--- config.mk ---
export PLATFORM = sky130hd
export DESIGN_NAME = vga_timing_gen
export DESIGN_NICKNAME = d
export VERILOG_FILES = /design/src/rtl/vga_timing_gen.sv
export SDC_FILE = /design/constraint.sdc
export NUM_CORES = 1
export LEC_CHECK = 0
export CORE_ASPECT_RATIO = 0.9
export CORE_UTILIZATION = 42
export CTS_BUF_LIST = sky130_fd_sc_hd__clkbuf_4 sky130_fd_sc_hd__clkbuf_8 sky130_fd_sc_hd__clkbuf_16
export DETAILED_ROUTE_END_ITERATION = 8
export PLACE_DENSITY = 0.74
export SKIP_CTS_REPAIR_TIMING = 1
export SYNTH_ARGS = -nofsm -noshare
export SYNTH_HDL_FRONTEND = slang
export SYNTH_SLANG_ARGS = --single-unit
--- constraint.sdc ---
create_clock -name Clk -period 1.79 [get_ports Clk]
set_input_delay 0.179 -clock Clk [delete_from_list [all_inputs] [get_ports Clk]]
set_output_delay 0.179 -clock Clk [all_outputs]
set_load 0.1 [all_outputs]
--- src/rtl/vga_timing_gen.sv ---
// VGA 640x480@60 raster timing generator: half-rate pixel enable, h/v counters, sync/blank decode.
// Optional frame counter enabled by defining VGA_FRAME_COUNT_EN; otherwise frame_count reads 0.
module vga_timing_gen #(
   parameter int H_VISIBLE = 640,
   parameter int H_FP      = 16,
   parameter int H_SYNC    = 96,
   parameter int H_BP      = 48,
   parameter int V_VISIBLE = 480,
   parameter int V_FP      = 10,
   parameter int V_SYNC    = 2,
   parameter int V_BP      = 33
) (
   input  logic       Clk,
   input  logic       Reset_n,
   output logic       VGA_CLK,
   output logic       VGA_HS,
   output logic       VGA_VS,
   output logic       VGA_BLANK_N,
   output logic       VGA_SYNC_N,
   output logic [9:0] DrawX,
   output logic [9:0] DrawY,
   output logic       line_start,
   output logic       frame_start,
   output logic [7:0] frame_count
);

   localparam int H_TOTAL = H_VISIBLE + H_FP + H_SYNC + H_BP;
   localparam int V_TOTAL = V_VISIBLE + V_FP + V_SYNC + V_BP;

   localparam logic [9:0] H_LAST       = 10'(H_TOTAL - 1);
   localparam logic [9:0] V_LAST       = 10'(V_TOTAL - 1);
   localparam logic [9:0] H_VIS_END    = 10'(H_VISIBLE);
   localparam logic [9:0] V_VIS_END    = 10'(V_VISIBLE);
   localparam logic [9:0] H_SYNC_START = 10'(H_VISIBLE + H_FP);
   localparam logic [9:0] H_SYNC_END   = 10'(H_VISIBLE + H_FP + H_SYNC - 1);
   localparam logic [9:0] V_SYNC_START = 10'(V_VISIBLE + V_FP);
   localparam logic [9:0] V_SYNC_END   = 10'(V_VISIBLE + V_FP + V_SYNC - 1);

   logic       pix_en_r;
   logic [9:0] h_r;
   logic [9:0] v_r;
   logic       line_start_r;
   logic       frame_start_r;
   logic       h_last_s;
   logic       v_last_s;
   logic       frame_wrap_s;
   logic       hs_s;
   logic       vs_s;
   logic       blank_n_s;

   assign h_last_s     = (h_r == H_LAST);
   assign v_last_s     = (v_r == V_LAST);
   assign frame_wrap_s = pix_en_r & h_last_s & v_last_s;

   // Pixel enable, raster counters and start-of-line/frame pulses.
   always_ff @(posedge Clk or negedge Reset_n) begin
      if (!Reset_n) begin
         pix_en_r      <= 1'b0;
         h_r           <= 10'd0;
         v_r           <= 10'd0;
         line_start_r  <= 1'b0;
         frame_start_r <= 1'b0;
      end else begin
         pix_en_r      <= ~pix_en_r;
         // Pulses are set on the wrap edge itself so they line up with DrawX==0.
         line_start_r  <= pix_en_r & h_last_s;
         frame_start_r <= frame_wrap_s;
         if (pix_en_r) begin
            if (h_last_s) begin
               h_r <= 10'd0;
               if (v_last_s) begin
                  v_r <= 10'd0;
               end else begin
                  v_r <= v_r + 10'd1;
               end
            end else begin
               h_r <= h_r + 10'd1;
            end
         end
      end
   end

   // Sync and blanking decode straight from the counter registers.
   always_comb begin
      hs_s      = 1'b1;
      vs_s      = 1'b1;
      blank_n_s = 1'b0;
      if ((h_r >= H_SYNC_START) && (h_r <= H_SYNC_END)) begin
         hs_s = 1'b0;
      end else begin
         hs_s = 1'b1;
      end
      if ((v_r >= V_SYNC_START) && (v_r <= V_SYNC_END)) begin
         vs_s = 1'b0;
      end else begin
         vs_s = 1'b1;
      end
      if ((h_r < H_VIS_END) && (v_r < V_VIS_END)) begin
         blank_n_s = 1'b1;
      end else begin
         blank_n_s = 1'b0;
      end
   end

`ifdef VGA_FRAME_COUNT_EN
   logic [7:0] frame_count_r;

   // Frame counter advances on the same edge that raises frame_start.
   always_ff @(posedge Clk or negedge Reset_n) begin
      if (!Reset_n) begin
         frame_count_r <= 8'd0;
      end else if (frame_wrap_s) begin
         frame_count_r <= frame_count_r + 8'd1;
      end
   end

   assign frame_count = frame_count_r;
`else
   assign frame_count = 8'h00;
`endif

   assign VGA_CLK     = pix_en_r;
   assign VGA_HS      = hs_s;
   assign VGA_VS      = vs_s;
   assign VGA_BLANK_N = blank_n_s;
   assign VGA_SYNC_N  = 1'b0;
   assign DrawX       = h_r;
   assign DrawY       = v_r;
   assign line_start  = line_start_r;
   assign frame_start = frame_start_r;

endmodule

==> results of run 1 <==
-- layout make-up --
type                            instances  area, sq um  area share (%)
Inverter                                8         42.5            2.14
Timing Repair Buffer                   53          541            27.1
Sequential cell                        23          624            31.3
Multi-Input combinational cell         96          707            35.5
Clock inverter                          1         5.00           0.251
Tap cell                               40         50.0            2.51
Clock buffer                            3         22.5            1.13
-- kinds of logic (layout without fill, tap and decap cells) --
logic type,count (synthesis),after routing,share of synthesized area [%]
AO/OA/AOI/OAI,19,19,9.49
XOR/XNOR,8,8,5.31
adder cells (fa/ha/maj),5,5,4.74
buffers and inverters,21,65,10.9
flip-flops,23,23,43.6
multiplexers,2,2,1.99
other,1,9,0.284
AND/OR/NAND/NOR,53,53,23.6
-- critical path, cell delays in order, from the launching register on --
cell and delay, ps:
dfrtp_4 510, buf_6 140, and3_4 150, or4_4 430, buf_12 180
-- state kept, by name, indices dropped and copies added (netlist names) --
name and count:
DrawX 10, DrawY 10, VGA_CLK 1, frame_start 1, line_start 1
-- path summary, 6_finish.rpt --
kind / startpoint / end / slack (ps) / depth (start not counted)
max: DrawX[5] / VGA_HS / -140 / 4
max in group asynchronous: Reset_n / DrawY[1] / 1330 / 2
min reg2reg: DrawY[8] / DrawY[8] / 510 / 1
min: Reset_n / DrawX[7] / 180 / 2
max reg2reg: DrawX[1] / DrawY[6] / -50 / 6
min in group Clk: DrawY[8] / DrawY[8] / 510 / 1
-- power by group through the flow --
stage	Combinational [W]	Clock (W)	Sequential, W
final	0.0000953	0.000261	0.000519
after global placement	0.0000952	0	0.000530
after detailed placement	0.0000962	0	0.000530
after global routing	0.0000991	0.000283	0.000519
after CTS	0.0000962	0.000267	0.000519
after floorplan	0.0000969	0	0.000530
-- cell usage after synthesis, drive strengths merged --
cell type,instances
and2,3
xor2,4
mux2,2
o211ai,1
nand4,5
a22o,5
a21o,1
a21oi,1
nand4b,1
clkbuf,2
o22ai,1
clkinv,1
nor3b,1
nor2,10
dfrtp,23
a32o,1
nand3,4
nor4,2
xnor2,4
o21ai,9
or4,2
buf,11
and3,4
or3,1
inv,7
and4b,1
or2,1
conb,1
and4,1
ha,5
nor3,8
nor2b,2
nand2,7
-- layer usage --
layer,vias up,track usage [%]
met5,-,0
met4,0,10.2
met3,6,2.79
met2,43,31.0
met1,557,27.3
li1,549,-
-- per-stage QoR --
step / utilization (%) / total power (W) / hold slack [ps] / cells
global placement: 65.4 / 0.000625 / 482 / 216
floorplan: - / 0.000627 / -117 / 140
finish: 69.6 / 0.000876 / 180 / 224
detailed placement: 65.4 / 0.000626 / 493 / 216
global route: 69.6 / 0.000901 / 213 / 224
CTS: 66.4 / 0.000882 / 199 / 220
==> flow_summary.yaml, run 1 <==
clock_tree:
  clock_sinks: 23
  cts_root_buf: "clkbuf_4"
  cts_buffers: 3
  cts_max_path_buffers: 2
  clk_pin_slew_worst_paths_ps: 150
  h-tree-depth: 1
  cts_tree: "built"
  clk_latency_ps: 340
pwr:
  p_comb_share_pct: 10.9
  swShare_pct: 30.7
  ir_drop_mv: 0.297
  switchingPower_w: 0.000269
  p_clk_share_pct: 29.8
  power_leakage_nw: 0.950
  p_seq_share_pct: 59.3
  p_int_w: 0.000607
  cellPowerDensity_nw_per_um2: 440
setup_path:
  setup.worst_path.class: "reg2out"
  cp-end-kind: "output pin"
  worstPathArrival_ps: 1750
  cp.required_ps: 1610
  worst-path-max-fanout: 7
  critPathLaunchType: "flop"
timing:
  setup_ws_ps: -139
  drv_slew: 0
  hold_violations: 0
  period_share_pct: 108
  setup-violations-final: 2
  fin_setup_tns_ps: -185
  fmax_mhz: 518
  period_minus_slack_ps: 1930
  rsz0062_at_grt: "yes"
  skew_ps: 19.2
run_status:
  status: "finished, violations left"
  failed_checks: "setup timing"
global_routing:
  grt_pass1_wl_um: 4710
  gr-total-overflow: 0
  first_global_vias: 1060
  grt_util_all_layers_pct: 20.0
  antenna_found_initial: 0
  grt_max_degree: 24
detailed_routing:
  routed-wl-met3_um: 134
  drtIter0Drc: 30
  ant_nets: 0
  viasPerCell: 5.16
  dr.pass1.iters: 4
  drc: 0
  route.layer.met1.wl_um: 1450
  wl_per_cell_um: 13.8
  dr_wl_met2_um: 1450
  routed.top_layer: "met4"
  routed_wl_um: 3090
  routed-via-count: 1155
hold_path:
  hold_class: "in2async"
placed_design:
  place_area_sq_um: 1870
  port_buffers: 27
  hpwl_um: 2270
  gp_congestion: 0.970
  dp_slack_ps: -94.9
synth:
  syn_inst: 132
  synth-seq-cells: 23
  synthesis.area_sq_um: 1320
  synth_area_leaders: "dfrtp_1 44%, buf_4 5.1%, ha_1 4.7%"
  avgSynthCellArea_sq_um: 9.99
  yosys_warnings: 0
  yosys.cell_types.count: 39
  yosys.area.top_type_share_pct: 43.6
  synth_top_area_cell: "dfrtp_1"
  ys_seq_area_share_pct: 43.6
cells_and_area:
  final_common_cell: "buf_4"
  areaGrowthSynthToFinish_pct: 51.0
  diodes: 0
  stdcell_area_sq_um: 1990
  drive_gt1_share_pct: 52.7
  final.fill_count: 211
  final_cell_mix: "37 x buf_4, 12 x dfrtp_2, 9 x dfrtp_4, 9 x conb_1, 8 x buf_12"
  final_nets: 192
die:
  die_area_sq_um: 3370
  ioPinCount: 37
  die_y_um: 55.2
  initial_utilization_pct: 46.1
  die_x_um: 61.1
  fp-row-count: 18
  core_sq_um: 2860
job:
  cap_violations: 0
No activity file was read; power rests on OpenSTA's default activity.
==> run 2: changes to the inputs <==
--- a/config.mk
+++ b/config.mk
@@ -9,7 +9,7 @@
 export CORE_UTILIZATION = 42
 export CTS_BUF_LIST = sky130_fd_sc_hd__clkbuf_4 sky130_fd_sc_hd__clkbuf_8 sky130_fd_sc_hd__clkbuf_16
 export DETAILED_ROUTE_END_ITERATION = 8
-export PLACE_DENSITY = 0.74
+export PLACE_DENSITY = 0.81
 export SKIP_CTS_REPAIR_TIMING = 1
 export SYNTH_ARGS = -nofsm -noshare
 export SYNTH_HDL_FRONTEND = slang
==> flow_summary.yaml, run 2 (synthesis gave the netlist of run 1 again) <==
run_status:
  status: "finished, violations left"
  failed_checks: "setup timing"
timing:
  period_share_pct: 107
  drv_slew: 0
  fin_setup_tns_ps: -177
  skew_ps: 1.94
  fmax_mhz: 521
  hold_violations: 0
  rsz0062_at_grt: "yes"
  period_minus_slack_ps: 1920
  setup_ws_ps: -131
  setup-violations-final: 2
hold_path:
  hold_class: "in2async"
pwr:
  ir_drop_mv: 0.294
  cellPowerDensity_nw_per_um2: 454
  power_leakage_nw: 0.939
global_routing:
  first_global_vias: 1023
  gr-total-overflow: 0
  grt_max_degree: 24
  grt_pass1_wl_um: 4760
  antenna_found_initial: 0
  grt_util_all_layers_pct: 19.6
cells_and_area:
  final_cell_mix: "41 x buf_4, 12 x dfrtp_2, 9 x dfrtp_4, 9 x conb_1"
  diodes: 0
  drive_gt1_share_pct: 52.2
  final_common_cell: "buf_4"
  final_nets: 192
  areaGrowthSynthToFinish_pct: 47.1
detailed_routing:
  ant_nets: 0
  wl_per_cell_um: 14.1
  drtIter0Drc: 26
  routed_wl_um: 3150
  drc: 0
  dr.pass1.iters: 4
  routed-via-count: 1138
  viasPerCell: 5.08
clock_tree:
  clk_pin_slew_worst_paths_ps: 140
  clk_latency_ps: 330
  h-tree-depth: 1
  cts_buffers: 3
  cts_tree: "built"
  cts_max_path_buffers: 2
  cts_root_buf: "clkbuf_4"
  clock_sinks: 23
setup_path:
  cp.required_ps: 1610
  r2r-end: "DrawY[6]"
  critPathBufInv: 2
  critPathTopFamily: "simple AND/OR/NAND/NOR gates"
  setup.worst_path.class: "reg2out"
  cp_slowest_cell: "dfrtp_4"
  worstSetupStartpoint: "DrawX[4]"
  cp-end-kind: "output pin"
  worst-path-stages: 4
  timing.rr.start: "DrawX[1]"
  worstPathArrival_ps: 1740
  slowest_delay_ps: 520
  critPathLaunchType: "flop"
  worst-path-max-fanout: 3
  rrSetupSlack_ps: -50
  crit_path_end: "VGA_HS"
  reg2regPathDepth: 6
  crit_chain: "buf_6, and3_4, or4_4, buf_12"
die:
  die_x_um: 61.1
  ioPinCount: 37
  core_sq_um: 2860
  initial_utilization_pct: 46.1
  die_area_sq_um: 3370
  fp-row-count: 18
  die_y_um: 55.2
placed_design:
  hpwl_um: 2280
  dp_slack_ps: -131
  gp_congestion: 0.916
  port_buffers: 27
job:
  cap_violations: 0
run 2: worst min path at each step:
| stage | startpoint | end | slack, ps | cells after the start |
|---|---|---|---|---|
| 2_1_floorplan | Reset_n | DrawX[6] | -120 | 0 |
| 3_3_place_gp | DrawY[8] | DrawY[8] | 480 | 1 |
| 3_5_place_dp | DrawY[8] | DrawY[8] | 490 | 1 |
| 4_1_cts | Reset_n | DrawX[3] | 190 | 2 |
| 5_1_grt | Reset_n | DrawY[1] | 220 | 2 |
| 6_report | Reset_n | DrawX[3] | 180 | 2 |
run 2: worst register-to-register path, cell delays in order (launching register included):
cell and delay [ps]:
dfrtp_4 450, ha_4 130, nand4b_1 140, or4_4 520
clkinv_8 100, nand4_4 90, mux2_4 300
run 2: where the power goes:
| group | switching [W] | leakage (nW) | internal, W |
|---|---|---|---|
| clock | 0.000182 | 0.0177 | 0.0000841 |
| sequential | 0 | 0.275 | 0.000519 |
| combinational | 0.0000920 | 0.646 | 0.00000334 |
| total | 0.000274 | 0.939 | 0.000607 |
run 2: per-stage QoR:
stage	std cells	hold slack [ps]	util, %	instance area, sq um	total power (W)
global route	224	219	67.8	1940	0.000909
floorplan	140	-117	-	1440	0.000627
finish	224	177	67.8	1940	0.000881
detailed placement	215	490	63.8	1830	0.000626
CTS	219	193	64.8	1850	0.000881
global placement	215	484	63.8	1830	0.000625
run 2: per-layer routing:
| metal | GRT usage, % | vias up | share of wire [%] |
|---|---|---|---|
| li1 | - | 548 | - |
| met1 | 26.3 | 547 | 46 |
| met2 | 31.9 | 36 | 49 |
| met3 | 2.33 | 7 | 3.5 |
| met4 | 9.09 | 0 | 2.0 |
| met5 | 0 | - | 0 |
run 2: area by class of cell:
cell class                      count  area, sq um
Clock buffer                        3         22.5
Clock inverter                      1         5.00
Fill cell                         200          921
Inverter                            8         42.5
Multi-Input combinational cell     96          701
Sequential cell                    23          624
Tap cell                           40         50.0
Timing Repair Buffer               53          494
==> run 3: changes to the inputs <==
--- a/config.mk
+++ b/config.mk
@@ -9,7 +9,7 @@
 export CORE_UTILIZATION = 42
 export CTS_BUF_LIST = sky130_fd_sc_hd__clkbuf_4 sky130_fd_sc_hd__clkbuf_8 sky130_fd_sc_hd__clkbuf_16
 export DETAILED_ROUTE_END_ITERATION = 8
-export PLACE_DENSITY = 0.81
+export PLACE_DENSITY = 0.74
 export SKIP_CTS_REPAIR_TIMING = 1
 export SYNTH_ARGS = -nofsm -noshare
 export SYNTH_HDL_FRONTEND = slang
==> results of run 3 <==
No change in the layout: final DEF, timing and power equal those of run 1.
